<file path="src/rtl/decode_queue_stage.sv">
// Byte-queue decode stage: buffers fetch beats, aligns 1-5 byte instructions at
// the queue head and emits one registered uop per cycle with valid/ready handshake.
module decode_queue_stage #(
    parameter int unsigned FETCH_BYTES = 8,
    parameter int unsigned QUEUE_BYTES = 16,
    parameter logic [31:0] RESET_PC    = 32'h0
) (
    input  logic                     clk,
    input  logic                     rst_n,
    input  logic                     fetch_valid_i,
    input  logic [8*FETCH_BYTES-1:0] fetch_bytes_i,
    output logic                     fetch_ready_o,
    input  logic                     redirect_valid_i,
    input  logic [31:0]              redirect_pc_i,
    output logic                     out_valid_o,
    input  logic                     out_ready_i,
    output logic [31:0]              out_pc_o,
    output logic [31:0]              out_imm_o,
    output logic [2:0]               out_src1_idx_o,
    output logic [2:0]               out_src2_idx_o,
    output logic [6:0]               out_ctrl_o,
    output logic [2:0]               out_length_o,
    output logic                     out_illegal_o
);
    localparam int unsigned PTR_W  = $clog2(QUEUE_BYTES);
    localparam int unsigned CNT_W  = $clog2(QUEUE_BYTES + 1);
    localparam int unsigned HEAD_N = 5;

    typedef enum logic [1:0] {S_RUN, S_WAIT_REDIRECT, S_HALTED} state_e;

    logic [7:0]       mem_q [QUEUE_BYTES];
    logic [PTR_W-1:0] head_q, head_d, tail_q, tail_d;
    logic [CNT_W-1:0] count_q, count_d;
    logic [31:0]      pc_q, pc_d;
    state_e           state_q, state_d;

    logic        out_valid_q, out_valid_d, out_illegal_q, out_illegal_d;
    logic [31:0] out_pc_q, out_pc_d, out_imm_q, out_imm_d;
    logic [2:0]  out_src1_q, out_src1_d, out_src2_q, out_src2_d, out_len_q, out_len_d;
    logic [6:0]  out_ctrl_q, out_ctrl_d;

    logic [7:0]  hb [HEAD_N];
    logic [2:0]  dec_len, dec_src1, dec_src2;
    logic [31:0] dec_imm;
    logic [6:0]  dec_ctrl;
    logic        dec_ill, head_complete, push, load;

    assign fetch_ready_o = !redirect_valid_i && (count_q <= CNT_W'(QUEUE_BYTES - FETCH_BYTES));
    assign push          = fetch_valid_i && fetch_ready_o;

    // Head decode; ctrl = {src2mux, op, read1, read2, we, is_jmp, is_halt}
    always_comb begin
        for (int unsigned k = 0; k < HEAD_N; k++) begin
            hb[k] = mem_q[PTR_W'(head_q + PTR_W'(k))];
        end
        dec_len  = 3'd1;
        dec_imm  = 32'h0;
        dec_src1 = 3'd0;
        dec_src2 = 3'd0;
        dec_ctrl = 7'b0;
        dec_ill  = 1'b0;
        casez (hb[0])
            8'h01: begin
                dec_len  = 3'd2;
                dec_src1 = hb[1][2:0];
                dec_src2 = hb[1][5:3];
                dec_ctrl = 7'b0111100;
            end
            8'h05: begin
                dec_len  = 3'd5;
                dec_imm  = {hb[4], hb[3], hb[2], hb[1]};
                dec_ctrl = 7'b1110100;
            end
            8'h83: begin
                dec_len  = 3'd3;
                dec_src1 = hb[1][2:0];
                dec_imm  = {{24{hb[2][7]}}, hb[2]};
                dec_ctrl = 7'b1110100;
            end
            8'hE9: begin
                dec_len  = 3'd5;
                dec_imm  = {hb[4], hb[3], hb[2], hb[1]};
                dec_ctrl = 7'b0000010;
            end
            8'b1011_1???: begin
                dec_len  = 3'd5;
                dec_src1 = hb[0][2:0];
                dec_imm  = {hb[4], hb[3], hb[2], hb[1]};
                dec_ctrl = 7'b1000100;
            end
            8'hF4: dec_ctrl = 7'b0000001;
            default: dec_ill = 1'b1;
        endcase
    end

    assign head_complete = (count_q >= CNT_W'(1)) && (count_q >= CNT_W'(dec_len));
    assign load = (state_q == S_RUN) && head_complete && (!out_valid_q || out_ready_i)
                  && !redirect_valid_i;

    // Next-state: redirect flushes everything, otherwise push/pop/handshake
    always_comb begin
        head_d        = head_q;
        tail_d        = tail_q;
        count_d       = count_q;
        pc_d          = pc_q;
        state_d       = state_q;
        out_valid_d   = out_valid_q;
        out_pc_d      = out_pc_q;
        out_imm_d     = out_imm_q;
        out_src1_d    = out_src1_q;
        out_src2_d    = out_src2_q;
        out_ctrl_d    = out_ctrl_q;
        out_len_d     = out_len_q;
        out_illegal_d = out_illegal_q;
        if (redirect_valid_i) begin
            head_d      = '0;
            tail_d      = '0;
            count_d     = '0;
            pc_d        = redirect_pc_i;
            out_valid_d = 1'b0;
            state_d     = S_RUN;
        end else begin
            if (push) begin
                tail_d = PTR_W'(tail_q + PTR_W'(FETCH_BYTES));
            end
            if (load) begin
                out_valid_d   = 1'b1;
                out_pc_d      = pc_q;
                out_imm_d     = dec_imm;
                out_src1_d    = dec_src1;
                out_src2_d    = dec_src2;
                out_ctrl_d    = dec_ctrl;
                out_len_d     = dec_len;
                out_illegal_d = dec_ill;
                head_d        = PTR_W'(head_q + PTR_W'(dec_len));
                pc_d          = pc_q + 32'(dec_len);
                if (dec_ctrl[1]) begin
                    state_d = S_WAIT_REDIRECT;
                end else if (dec_ctrl[0]) begin
                    state_d = S_HALTED;
                end
            end else if (out_valid_q && out_ready_i) begin
                out_valid_d = 1'b0;
            end
            count_d = count_q + (push ? CNT_W'(FETCH_BYTES) : CNT_W'(0))
                              - (load ? CNT_W'(dec_len) : CNT_W'(0));
        end
    end

    always_ff @(posedge clk) begin
        if (!rst_n) begin
            head_q        <= '0;
            tail_q        <= '0;
            count_q       <= '0;
            pc_q          <= RESET_PC;
            state_q       <= S_RUN;
            out_valid_q   <= 1'b0;
            out_pc_q      <= 32'h0;
            out_imm_q     <= 32'h0;
            out_src1_q    <= 3'd0;
            out_src2_q    <= 3'd0;
            out_ctrl_q    <= 7'b0;
            out_len_q     <= 3'd0;
            out_illegal_q <= 1'b0;
        end else begin
            head_q        <= head_d;
            tail_q        <= tail_d;
            count_q       <= count_d;
            pc_q          <= pc_d;
            state_q       <= state_d;
            out_valid_q   <= out_valid_d;
            out_pc_q      <= out_pc_d;
            out_imm_q     <= out_imm_d;
            out_src1_q    <= out_src1_d;
            out_src2_q    <= out_src2_d;
            out_ctrl_q    <= out_ctrl_d;
            out_len_q     <= out_len_d;
            out_illegal_q <= out_illegal_d;
        end
    end

    // Byte storage carries no reset; only bytes below count are ever consumed
    always_ff @(posedge clk) begin
        if (rst_n && push) begin
            for (int unsigned k = 0; k < FETCH_BYTES; k++) begin
                mem_q[PTR_W'(tail_q + PTR_W'(k))] <= fetch_bytes_i[8*k +: 8];
            end
        end
    end

    assign out_valid_o    = out_valid_q;
    assign out_pc_o       = out_pc_q;
    assign out_imm_o      = out_imm_q;
    assign out_src1_idx_o = out_src1_q;
    assign out_src2_idx_o = out_src2_q;
    assign out_ctrl_o     = out_ctrl_q;
    assign out_length_o   = out_len_q;
    assign out_illegal_o  = out_illegal_q;
endmodule

</file>
<file path="config.mk">
export PLATFORM = sky130hd
export DESIGN_NAME = decode_queue_stage
export DESIGN_NICKNAME = d
export VERILOG_FILES = /design/src/rtl/decode_queue_stage.sv
export SDC_FILE = /design/constraint.sdc
export NUM_CORES = 1
export LEC_CHECK = 0
export CORE_MARGIN = 3
export CORE_UTILIZATION = 57
export CTS_CLUSTER_SIZE = 16
export DETAILED_ROUTE_END_ITERATION = 7
export PLACE_DENSITY_LB_ADDON = 0.25
export SYNTH_ARGS = -nofsm -noshare
export SYNTH_HDL_FRONTEND = slang
export SYNTH_SLANG_ARGS = --single-unit
</file>
<file path="constraint.sdc">
create_clock -name clk -period 8.05 [get_ports clk]
set_input_delay 1.61 -clock clk [delete_from_list [all_inputs] [get_ports clk]]
set_output_delay 1.61 -clock clk [all_outputs]
set_load 0.005 [all_outputs]
</file>
* Yosys cells after proc, flatten, opt, wreduce, memory -nomap -nowiden
Memory sizes are Yosys's and may differ from the RTL's. A register that Yosys moved wholly into a read port is not among the register bits.
Index checks and enable logic that the tools add are counted.
** Word-level totals
- Bits of input ports :: 101
- Bits in writable memories :: 128
- Logic and storage cells :: 81
- Memories :: 1
- Output and inout bits :: 83
- Register bits after elaboration :: 129
** Operators by class
- Reductions and logical operators :: 22
- Add/sub/neg operators :: 16
- Order comparisons :: 3
- Muxes and demuxes :: 18
- Eq/ne operators :: 6
- Bitwise operators :: 2
** Memory list
- mem_q :: words 16, width 8, rd ports 5, clocked after memory_dff 1, write ports 8, line 31 : logic [7:0] mem_q [QUEUE_BYTES];
** Operators with widths (number)
- 2-to-1 mux 32 bit :: 2
- one-hot mux 32 bit (2 select lines) :: 1
- one-hot mux 7 bit (5 select lines) :: 1
- adder 32 x 3 -> 32 bit :: 1
- == test 8 bit, second input constant :: 3
- adder 4 x 3 -> 4 bit, second input constant :: 5
- adder 4 x 2 -> 4 bit, second input constant :: 4
- 2-to-1 mux 4 bit :: 3
- one-hot mux 3 bit (3 select lines) :: 1
- adder 4 x 1 -> 4 bit, second input constant :: 2
- == test 8 x 1 -> 1 bit, second input constant :: 1
- == test 8 x 3 -> 1 bit, second input constant :: 1
- logical AND 1 bit :: 8
- 2-to-1 mux 3 bit :: 2
- one-hot mux 3 bit (2 select lines) :: 1
- nonzero test 2 bit :: 3
- OR reduction 2 bit :: 3
- OR reduction 6 bit :: 1
- adder 5 x 4 -> 5 bit :: 1
- == test 5 bit, second input constant :: 1
- >= comparator 5 x 1 -> 1 bit, second input constant :: 1
- >= comparator 5 x 3 -> 1 bit :: 1
- less-or-equal comparator 5 x 4 -> 1 bit, second input constant :: 1
- 2-to-1 mux 1 bit :: 5
- 10 further kinds :: 14

* Depth between registers and ports, before layout
Gate-level depths: netlist (run 1).
- Depth after elaboration :: 10
- Mapped depth :: 24
- Gate-level depth less buffers :: 18

* Worst setup path after synthesis (run 1)
Ideal clock, no wire load.
- Path type :: input port to flip-flop
- From :: in rst_n
- To :: mem mem_q[0][0], enable pin
- Setup time :: 565 ps
- Arrival time :: 6604 ps
- Stages :: 4
- Path buffers :: 2
- Data required time :: 7485 ps
- Slack :: 881 ps
- Path through :: clkbuf_1 -> inv_1 -> clkbuf_1 -> nor3_1
** RTL lines
- start: declaration :: line 9 : input logic rst_n,
- end: declaration :: line 31

==> metrics.md, run 1 <==
| Metric | Value |
|---|---|
| Clk root buf | `clkbuf_16` |
| Int Pwr | `2.32 mW` |
| Max-cap viol count | `0` |
| Worst-margin pin slew | `1.09 ns` |
| #FFs+latches synth | `257` |
| Outcome | `finished, final reports clean` |
| R2R Path End | `count_q[4]` |
| Worst r2r path cells | `18` |
| Layout cells sized above 1 | `0.227` |
| Net Sw Power | `0.764 mW` |
| DIE WIDTH | `167 um` |
| Clock Latency Late Sink | `0.55 ns` |
| Initial antenna violation count | `0` |
| CP Max Fanout | `32` |
| Synth top cells by count | `mux4_2, dfxtp_1, edfxtp_1` |
| Tmin final | `6.42 ns` |
| Post-placement cell count | `1568` |
| DP Area | `16800 um2` |
| Vias/cell | `6.80` |
| Final Non-Filler Cells | `1617` |
| Data required time of the critical path | `8.47 ns` |
| Cells after synthesis | `1125` |
| Clock sink total | `257` |
| Unrepaired setup endpoints after global routing | `no` |
| DRT iter0 DRCs | `1604` |
| IO Port Bufs | `183` |
| CTS tree | `done` |
| Final instance area | `17700 um2` |
| Fmax | `156 MHz` |
| Seq/Total Area, Yosys | `0.435` |
| Hold-fix buffers, CTS | `0` |
| Number of synthesized flops with an enable pin | `128` |
| H-Tree Depth | `1` |
| WL/cell | `24.1 um` |
| # IOs | `184` |
| Final hold vios | `0` |
| Worst Hold End | `out_pc_o[15]` |
| Number of synthesis warnings | `0` |
| Placement Setup Slack | `1.70 ns` |
| Library cells used by synthesis | `64` |
| P_leak | `5.74 nW` |
| Clock Tree Buf Depth | `3` |
| Clock Skew | `0.0153 ns` |
| Tot Pwr | `3.08 mW` |
| Core ar. | `25300 um2` |
| Comb pwr share | `0.132` |
| Area contributors post-synth | `mux4_2, edfxtp_1, dfxtp_1` |
| DR vias | `11000` |
| Number of cells on the worst hold path | `2` |
| Top cell type's share of synthesized area | `0.280` |
| Initial core utilization | `0.584` |
| Min-delay src | `out_pc_o[15]` |
| Post-synth net total | `1249` |
| Register share of total power | `0.475` |
| Most frequent cell after synthesis | `mux4_2` |
| Final Util | `0.698` |
| Synthesized area per cell | `13.1 um2` |
| Setup Buffers After CTS | `0` |
| Clock slew at reported path FFs | `0.06 ns` |
| NumNets Final | `1391` |
| Antenna cells | `0` |
| Area grow syn2layout | `19.6%` |
| Ys async rst share | `0` |
| Hold_ws | `0.451 ns` |
| CTS Buf Count | `27` |
| Worst setup margin | `1.63 ns` |
| Fillers | `1704` |
| Setup TNS | `0 ns` |
| CP Capture Type | `flip-flop` |
| Slew HR | `0.272` |
| Clock power share | `0.393` |
| Dominant cell type by area after synthesis | `mux4_2` |
| Antenna-violating nets left | `0` |
| Vias in the first global route | `10900` |
| Count of pins over their slew limit | `0` |
| First-pass GRT wire length | `62200 um` |
| Fin crit share | `0.797` |
| Critical Setup Path Class | `flip-flop to flip-flop` |
| Top_reg_cell synth | `dfxtp_1` |
| Final setup vio count | `0` |
| DR DRC count | `0` |
| Gpl congestion | `0.902` |
| Worst setup SP type | `flip-flop` |
| Switching share of power | `0.248` |
| HP Class | `flip-flop to flip-flop` |
| DP Wirelength | `27600 um` |
| # rows | `58` |
| CTS resizes | `0` |
| Total GRT Usage | `0.278` |
| Mapped Area | `14800 um2` |
| Final global-route overflow total | `0` |
| PwrDens | `174 nW/um2` |
| Die area | `27900 um2` |
| Largest net degree at the start of global routing | `65` |
| 1st-pass router iterations | `5` |
| R2r setup slk | `1.63 ns` |
| Die Y | `167 um` |
| VDD IR max | `153 uV` |
| Worst Path Arrival | `6.83 ns` |
| WL final | `39000 um` |
==> logic make-up (layout without fill, tap and decap cells) <==
logic type                 Yosys count  after routing  share of synthesized area
AOI/OAI and AO/OA                  189            189                     0.0932
xor gates and xnor gates            31             31                     0.0184
adders and majority gates           23             23                     0.0210
buffers and inverters              136            298                     0.0386
DFF                                257            257                      0.435
muxes                              212            212                      0.304
and+or+nand+nor                    277            277                     0.0901
==> power by group through the flow <==
stage | logic (mW) | clock network (mW) | registers (mW)
after global routing | 0.439 | 1.28 | 1.47
after global placement | 0.392 | 0 | 1.49
final | 0.407 | 1.21 | 1.47
after floorplan | 0.274 | 0 | 1.47
after CTS | 0.405 | 1.23 | 1.46
after detailed placement | 0.402 | 0 | 1.49
==> layer usage <==
metal  GRT usage  share of wire  vias to the layer above
met2       0.448           0.48                      701
met5           0              0                        -
met4      0.0818          0.035                        0
met1       0.396           0.39                     5437
li1            -              -                     4755
met3      0.0475          0.095                      100
==> how the worst max path moves through the flow <==
stage	startpoint	to	slack [ns]	cells past startpoint
after floorplan	rst_n	mem_q[0][0]	0.88	4
after global placement	flip-flop	count_q[4]	1.93	18
after detailed placement	flip-flop	count_q[2]	1.70	17
after CTS	flip-flop	count_q[2]	1.67	17
after global routing	flip-flop	count_q[2]	1.15	17
final	flip-flop	count_q[4]	1.63	18
==> area by class of cell <==
class                           instances  area (um2)  share of cell area
Multi-Input combinational cell        732        7830               0.443
Sequential cell                       257        6430               0.364
Timing Repair Buffer                  202        1970               0.111
Clock buffer                           35         756              0.0427
Tap cell                              330         413              0.0233
Inverter                               47         176             0.00998
Clock inverter                         14         110             0.00623
==> flip-flops by register name, indices dropped and copies added (netlist names), named ones only <==
register        count
out_src2_idx_o      3
out_ctrl_o          6
pc_q               32
state_q             2
out_src1_idx_o      3
count_q             5
mem_q             128
out_imm_o          32
out_length_o        3
head_q              4
tail_q              1
out_pc_o           32
out_valid_o         1
out_illegal_o       1
==> placed cells by master, fill, tap and decap left out, types with 21 or more instances in the layout <==
cell type	Yosys	final
mux4_2	184	184
clkdlybuf4s50_1	0	182
edfxtp_1	128	128
dfxtp_1	129	126
nand2_1	120	120
a21oi_1	59	59
inv_1	46	45
nor2_1	44	44
clkbuf_16	0	27
a22oi_1	21	21
o21ai_0	21	21
==> worst max-delay path, stage by stage (launching register included) <==
cell and delay [ns]:
dfxtp_2 0.97, mux4_1 0.65, a22oi_1 0.18, nand2_1 0.20
or4_4 0.60, a2111oi_4 0.54, nor2_1 0.20, ha_1 0.33
inv_1 0.05, o21ai_1 0.43, nand3_2 0.67, a31oi_1 0.49
ha_1 0.21, inv_1 0.04, ha_1 0.18, a21o_1 0.18
a21oi_1 0.17, xnor2_1 0.13, nor2_1 0.05
No activity file was read; power rests on OpenSTA's default activity.
==> run 2, diff against run 1 <==
--- a/config.mk
+++ b/config.mk
@@ -6,7 +6,7 @@
 export NUM_CORES = 1
 export LEC_CHECK = 0
 export CORE_MARGIN = 3
-export CORE_UTILIZATION = 57
+export CORE_UTILIZATION = 51
 export CTS_CLUSTER_SIZE = 16
 export DETAILED_ROUTE_END_ITERATION = 7
 export PLACE_DENSITY_LB_ADDON = 0.25
==> constraint.sdc (replaced) <==
create_clock -name clk -period 5.4 [get_ports clk]
set_input_delay 1.08 -clock clk [delete_from_list [all_inputs] [get_ports clk]]
set_output_delay 1.08 -clock clk [all_outputs]
set_load 0.005 [all_outputs]
==> metrics.md, run 2 (same netlist as run 1, synthesis figures left out) <==
| Metric | Value |
|---|---|
| Outcome | `finished, final reports clean (unchanged)` |
| Final setup vio count | `0 (unchanged)` |
| Slowest cell delay on critical path | `0.58 ns (was 0.97 ns)` |
| DP Wirelength | `28300 um (was 27600 um)` |
| Antenna cells | `0 (unchanged)` |
| R2R Path End | `count_q[3] (was count_q[4])` |
| CP bufs+invs | `4 (was 2)` |
| DR vias | `10800 (was 11000)` |
| Cells along the critical path | `buf_4, mux4_1, mux4_2, a21oi_1, nand4_1, a2111oi_4, buf_4, nor2_1, ha_1, inv_1, o21a_1, nor3_2, nand2_1, ha_1, ha_1, inv_1, fa_1, xor2_1, nor2_1 (was mux4_1, a22oi_1, nand2_1, or4_4, a2111oi_4, nor2_1, ha_1, inv_1, o21ai_1, nand3_2, a31oi_1, ha_1, inv_1, ha_1, a21o_1, a21oi_1, xnor2_1, nor2_1)` |
| # IOs | `184 (unchanged)` |
| # rows | `61 (was 58)` |
| VDD IR max | `256 uV (was 153 uV)` |
| CP dominant cell by count | `ha_1 (unchanged)` |
| Slew HR | `0.286 (was 0.272)` |
| Final global-route overflow total | `0 (unchanged)` |
| Most flop-heavy register | `mem_q (unchanged)` |
| DP Area | `17000 um2 (was 16800 um2)` |
| Clk root buf | `clkbuf_16 (unchanged)` |
| Initial core utilization | `0.525 (was 0.584)` |
| Final instance area | `17900 um2 (was 17700 um2)` |
| HP Class | `flip-flop to flip-flop (unchanged)` |
| 1st-pass router iterations | `5 (unchanged)` |
| Most frequent cells in the layout | `mux4_2, clkdlybuf4s50_1, edfxtp_1, dfxtp_1, nand2_1 (unchanged)` |
| Worst-margin pin slew | `1.07 ns (was 1.09 ns)` |
| Clock Skew | `0.0224 ns (was 0.0153 ns)` |
| Max reg flops | `128 (unchanged)` |
| WL final | `39200 um (was 39000 um)` |
| Hold_ws | `0.449 ns (was 0.451 ns)` |
| Largest net degree at the start of global routing | `66 (was 65)` |
| Final Util | `0.637 (was 0.698)` |
| Clock sink total | `257 (unchanged)` |
| First-pass GRT wire length | `60800 um (was 62200 um)` |
| Worst r2r path cells | `19 (was 18)` |
| Layout cells sized above 1 | `0.238 (was 0.227)` |
| Unrepaired setup endpoints after global routing | `no (unchanged)` |
| PwrDens | `261 nW/um2 (was 174 nW/um2)` |
| Die Y | `176 um (was 167 um)` |
| DR DRC count | `0 (unchanged)` |
| Clock slew at reported path FFs | `0.07 ns (was 0.06 ns)` |
| DRT iter0 DRCs | `1681 (was 1604)` |
| Commonest non-fill, non-tap cell in the layout | `mux4_2 (unchanged)` |
| Gpl congestion | `0.906 (was 0.902)` |
| CP Capture Type | `flip-flop (unchanged)` |
| Antenna-violating nets left | `0 (unchanged)` |
| Data required time of the critical path | `5.83 ns (was 8.47 ns)` |
| Area grow syn2layout | `21.3% (was 19.6%)` |
| Final Non-Filler Cells | `1682 (was 1617)` |
| Core ar. | `28200 um2 (was 25300 um2)` |
| DIE WIDTH | `176 um (was 167 um)` |
| Initial antenna violation count | `0 (unchanged)` |
| Vias/cell | `6.44 (was 6.80)` |
| Fmax | `195 MHz (was 156 MHz)` |
| Clock Latency Late Sink | `0.56 ns (was 0.55 ns)` |
| Met2 wire len | `18600 um (was 18700 um)` |
| Post-placement cell count | `1631 (was 1568)` |
| IO Port Bufs | `183 (unchanged)` |
| Min-delay src | `out_src2_idx_o[2] (was out_pc_o[15])` |
| Clock Tree Buf Depth | `3 (unchanged)` |
| R2r setup slk | `0.28 ns (was 1.63 ns)` |
| Total GRT Usage | `0.249 (was 0.278)` |
| DR WL met3 | `3700 um (was 3720 um)` |
| Worst Path Arrival | `5.55 ns (was 6.83 ns)` |
| Number of cells on the worst hold path | `2 (unchanged)` |
| Worst setup SP type | `flip-flop (unchanged)` |
| Critical Setup Path Class | `flip-flop to flip-flop (unchanged)` |
| CTS tree | `done (unchanged)` |
| P_leak | `5.85 nW (was 5.74 nW)` |
| CP top delay family | `adder cells (was compound AO/OA/AOI/OAI gates)` |
| H-Tree Depth | `1 (unchanged)` |
| NumNets Final | `1407 (was 1391)` |
| Max Used Layer | `met4 (unchanged)` |
| Vias in the first global route | `10500 (was 10900)` |
| Worst Hold End | `out_src2_idx_o[2] (was out_pc_o[15])` |
| CTS Buf Count | `27 (unchanged)` |
| Highest-delay cell along the critical path | `mux4_1 (was dfxtp_2)` |
| WL met1 | `15400 um (was 15300 um)` |
| CP Max Fanout | `13 (was 32)` |
| Tmin final | `5.12 ns (was 6.42 ns)` |
| Die area | `31100 um2 (was 27900 um2)` |
| Final hold vios | `0 (unchanged)` |
| Count of pins over their slew limit | `0 (unchanged)` |
| Max-cap viol count | `0 (unchanged)` |
| Hold-fix buffers, CTS | `0 (unchanged)` |
| Fin crit share | `0.948 (was 0.797)` |
| WL/cell | `23.3 um (was 24.1 um)` |
-- run 2: routing by layer --
metal	vias up	track usage
li1	4784	-
met1	5313	0.348
met2	630	0.396
met3	100	0.0482
met4	0	0.0822
met5	-	0.00160
-- run 2: metrics by stage --
step           setup TNS [ns]  total power [mW]  setup WS (ns)
5_1_grt                     0              4.86         0.0395
4_1_cts                     0              4.72          0.258
3_5_place_dp                0              2.84          0.270
2_1_floorplan         -158.57              2.60          -1.24
6_report                    0              4.69          0.282
3_3_place_gp                0              2.83          0.464
-- run 2: how the worst max path moves through the flow --
stage | from | endpoint | slack (ns) | cells past startpoint
global route | flip-flop | count_q[3] | 0.04 | 19
CTS | flip-flop | out_imm_o[8] | 0.26 | 14
finish | flip-flop | count_q[3] | 0.28 | 19
detailed placement | flip-flop | out_imm_o[8] | 0.27 | 14
global placement | flip-flop | out_imm_o[13] | 0.46 | 13
floorplan | rst_n | mem_q[0][0] | -1.24 | 4
-- run 2: tightest hold or removal path: stages (launching register included) --
cell     delay, ns
dfxtp_1       0.31
nand2_1       0.05
a21oi_1       0.05
-- run 2: cell type report --
type / instances / area (um2)
fillers: 2088 / 10200
multi-input cells: 732 / 7820
flip-flops and latches: 257 / 6430
repair buffers: 218 / 2130
clock buffers: 29 / 693
well taps: 378 / 473
clock inverters: 21 / 208
inverters: 47 / 176
-- run 2: repair_timing --
item,4_1_cts,5_1_grt
setup buffers,0,1
resized for setup,0,2
setup endpoints to repair,0,11
-- run 2: report_power, final --
group          internal, mW  switching (mW)
clock                  1.08           0.799
sequential             2.11          0.0712
combinational         0.324           0.300
total                  3.51            1.17
==> run 3, diff against run 2 <==
--- a/config.mk
+++ b/config.mk
@@ -6,9 +6,10 @@
 export NUM_CORES = 1
 export LEC_CHECK = 0
 export CORE_MARGIN = 3
-export CORE_UTILIZATION = 51
+export CORE_UTILIZATION = 58
 export CTS_CLUSTER_SIZE = 16
 export DETAILED_ROUTE_END_ITERATION = 7
+export DONT_BUFFER_PORTS = 1
 export PLACE_DENSITY_LB_ADDON = 0.25
 export SYNTH_ARGS = -nofsm -noshare
 export SYNTH_HDL_FRONTEND = slang
==> metrics.md, run 3 (same netlist as run 1, synthesis figures left out) <==
| Metric | Value |
|---|---|
| Outcome | `finished, final reports clean (unchanged)` |
| PwrDens | `284 nW/um2 (was 261 nW/um2)` |
| Area occupied by multi-input gates | `7830 um2 (was 7820 um2)` |
| Data required time of the critical path | `5.81 ns (was 5.83 ns)` |
| First-pass GRT wire length | `59600 um (was 60800 um)` |
| Slew HR | `0.229 (was 0.286)` |
| CP bufs+invs | `3 (was 4)` |
| Clock power share | `0.406 (was 0.402)` |
| R2r setup slk | `0.39 ns (was 0.28 ns)` |
| Commonest non-fill, non-tap cell in the layout | `mux4_2 (unchanged)` |
| DP Wirelength | `26700 um (was 28300 um)` |
| CP Max Fanout | `29 (was 13)` |
| Final Non-Filler Cells | `1439 (was 1682)` |
| Core ar. | `24700 um2 (was 28200 um2)` |
| H-Tree Depth | `1 (unchanged)` |
| NumNets Final | `1221 (was 1407)` |
| # rows | `57 (was 61)` |
| Gpl congestion | `0.935 (was 0.906)` |
| Clock Tree Buf Depth | `3 (unchanged)` |
| WL final | `38000 um (was 39200 um)` |
| Fmax | `199 MHz (was 195 MHz)` |
| Unrepaired setup endpoints after global routing | `no (unchanged)` |
| Placement Setup Slack | `0.407 ns (was 0.270 ns)` |
| Vias in the first global route | `9950 (was 10500)` |
| Worst setup SP type | `flip-flop (unchanged)` |
| HP Class | `flip-flop to flip-flop (unchanged)` |
| Setup Buffers After CTS | `0 (unchanged)` |
| Seq. cell area | `6430 um2 (about the same)` |
| Critical Setup Path Class | `flip-flop to flip-flop (unchanged)` |
| 1st-pass router iterations | `5 (unchanged)` |
| Most flop-heavy register | `mem_q (unchanged)` |
| Die Y | `166 um (was 176 um)` |
| Post-placement cell count | `1392 (was 1631)` |
| Max-cap viol count | `0 (unchanged)` |
| Area grow syn2layout | `8.10% (was 21.3%)` |
| DR DRC count | `0 (unchanged)` |
| CTS tree | `done (unchanged)` |
| Fillers | `1805 (was 2088)` |
| Fin crit share | `0.928 (was 0.948)` |
| Min-delay src | `state_q[0] (was out_src2_idx_o[2])` |
| Int Pwr | `3.44 mW (was 3.51 mW)` |
| Final Util | `0.648 (was 0.637)` |
| Total GRT Usage | `0.272 (was 0.249)` |
| Largest net degree at the start of global routing | `65 (was 66)` |
| Slowest cell delay on critical path | `0.59 ns (was 0.58 ns)` |
| R2R Path End | `count_q[3] (unchanged)` |
| Final global-route overflow total | `0 (unchanged)` |
| CP dominant cell by count | `ha_1 (unchanged)` |
| # IOs | `184 (unchanged)` |
| Initial antenna violation count | `2 (was 0)` |
| Highest-delay cell along the critical path | `or4_4 (was mux4_1)` |
| VDD IR max | `269 uV (was 256 uV)` |
| Final setup vio count | `0 (unchanged)` |
| Setup TNS | `0 ns (unchanged)` |
| P_leak | `5.15 nW (was 5.85 nW)` |
| DR vias | `10100 (was 10800)` |
| DIE WIDTH | `166 um (was 176 um)` |
| Switching share of power | `0.241 (was 0.250)` |
| Initial core utilization | `0.599 (was 0.525)` |
| Final hold vios | `0 (unchanged)` |
| Worst setup margin | `0.387 ns (was 0.282 ns)` |
| Cells along the critical path | `buf_12, mux4_1, a22oi_1, nand2_2, or4_4, a2111oi_4, nor2_1, ha_1, inv_1, o21a_1, nor3_2, nand2_1, ha_1, ha_1, inv_1, fa_1, xor2_1, nor2_1 (was buf_4, mux4_1, mux4_2, a21oi_1, nand4_1, a2111oi_4, buf_4, nor2_1, ha_1, inv_1, o21a_1, nor3_2, nand2_1, ha_1, ha_1, inv_1, fa_1, xor2_1, nor2_1)` |
| Clock Latency Late Sink | `0.54 ns (was 0.56 ns)` |
| Tmin final | `5.01 ns (was 5.12 ns)` |
| Max reg flops | `128 (unchanged)` |
| Worst Hold End | `state_q[0] (was out_src2_idx_o[2])` |
| Layout cells sized above 1 | `0.272 (was 0.238)` |
| Number of cells on the worst hold path | `2 (unchanged)` |
| Comb pwr share | `0.114 (was 0.133)` |
| Clk root buf | `clkbuf_16 (unchanged)` |
| Antenna cells | `0 (unchanged)` |
| Vias/cell | `7.03 (was 6.44)` |
| Worst-margin pin slew | `1.15 ns (was 1.07 ns)` |
| Register share of total power | `0.480 (was 0.465)` |
| Worst Path Arrival | `5.42 ns (was 5.55 ns)` |
| Clock slew at reported path FFs | `0.07 ns (about the same)` |
| Clock Skew | `0.0178 ns (was 0.0224 ns)` |
| Net Sw Power | `1.09 mW (was 1.17 mW)` |
| DRT iter0 DRCs | `1306 (was 1681)` |
| CTS Buf Count | `27 (unchanged)` |
| Most frequent cells in the layout | `mux4_2, edfxtp_1, dfxtp_1, nand2_1, a21oi_1 (was mux4_2, clkdlybuf4s50_1, edfxtp_1, dfxtp_1, nand2_1)` |
| CP Capture Type | `flip-flop (unchanged)` |
| IO Port Bufs | `0 (was 183)` |
| Worst r2r path cells | `18 (was 19)` |
| Clock sink total | `257 (unchanged)` |
| CP top delay family | `simple AND/OR/NAND/NOR gates (was adder cells)` |
| Count of pins over their slew limit | `0 (unchanged)` |
| WL/cell | `26.4 um (was 23.3 um)` |
| Die area | `27400 um2 (was 31100 um2)` |
| Antenna-violating nets left | `0 (unchanged)` |
-- run 3: tightest hold or removal path: stages, from the launching register on --
cell and delay [ns]:
dfxtp_1 0.31, inv_1 0.05, a21oi_1 0.05
-- run 3: stage by stage --
stage | hold WS, ns | power (mW) | instance area [um2]
after global placement | 0.441 | 2.72 | 15100
final | 0.455 | 4.54 | 16000
after CTS | 0.453 | 4.57 | 16000
after floorplan | 0.422 | 2.60 | 14800
after detailed placement | 0.444 | 2.73 | 15100
after global routing | 0.487 | 4.70 | 16000
-- run 3: layout make-up --
class | instances | area share
clock inverters | 11 | 0.00689
repair buffers | 32 | 0.0158
well taps | 324 | 0.0254
multi-input cells | 732 | 0.490
flip-flops and latches | 257 | 0.403
inverters | 47 | 0.0110
clock buffers | 36 | 0.0485
-- run 3: per-layer routing --
metal  global-route usage  wire length [um]  up-vias  part of all wire
li1                     -                 -     4397                 -
met1                0.368             14400     5005              0.38
met2                0.411             17400      625              0.46
met3                0.117              5030       86              0.13
met4               0.0723              1170        4             0.031
met5                    0                27        -           0.00071
-- run 3: timing repair --
action                                  in CTS  in global routing
hold buffers                                 0                  0
resized for setup                            0                  1
hold endpoints to repair                     0                  0
endpoints found under the setup margin       0                  2
-- run 3: power by group through the flow --
stage / Clock [mW] / Combinational (mW) / Sequential, mW
6_report: 1.84 / 0.517 / 2.18
5_1_grt: 1.95 / 0.564 / 2.19
4_1_cts: 1.87 / 0.515 / 2.18
3_5_place_dp: 0 / 0.513 / 2.22
3_3_place_gp: 0 / 0.505 / 2.21
2_1_floorplan: 0 / 0.408 / 2.19
-- run 3: worst max path at each step --
stage | start | end | slack (ns) | cells after the start
final | flip-flop | count_q[3] | 0.39 | 18
after floorplan | rst_n | mem_q[0][0] | -1.24 | 4
after global routing | flip-flop | count_q[3] | 0.05 | 18
after detailed placement | flip-flop | count_q[3] | 0.41 | 18
after global placement | flip-flop | pc_q[24] | 0.49 | 16
after CTS | flip-flop | count_q[3] | 0.35 | 18
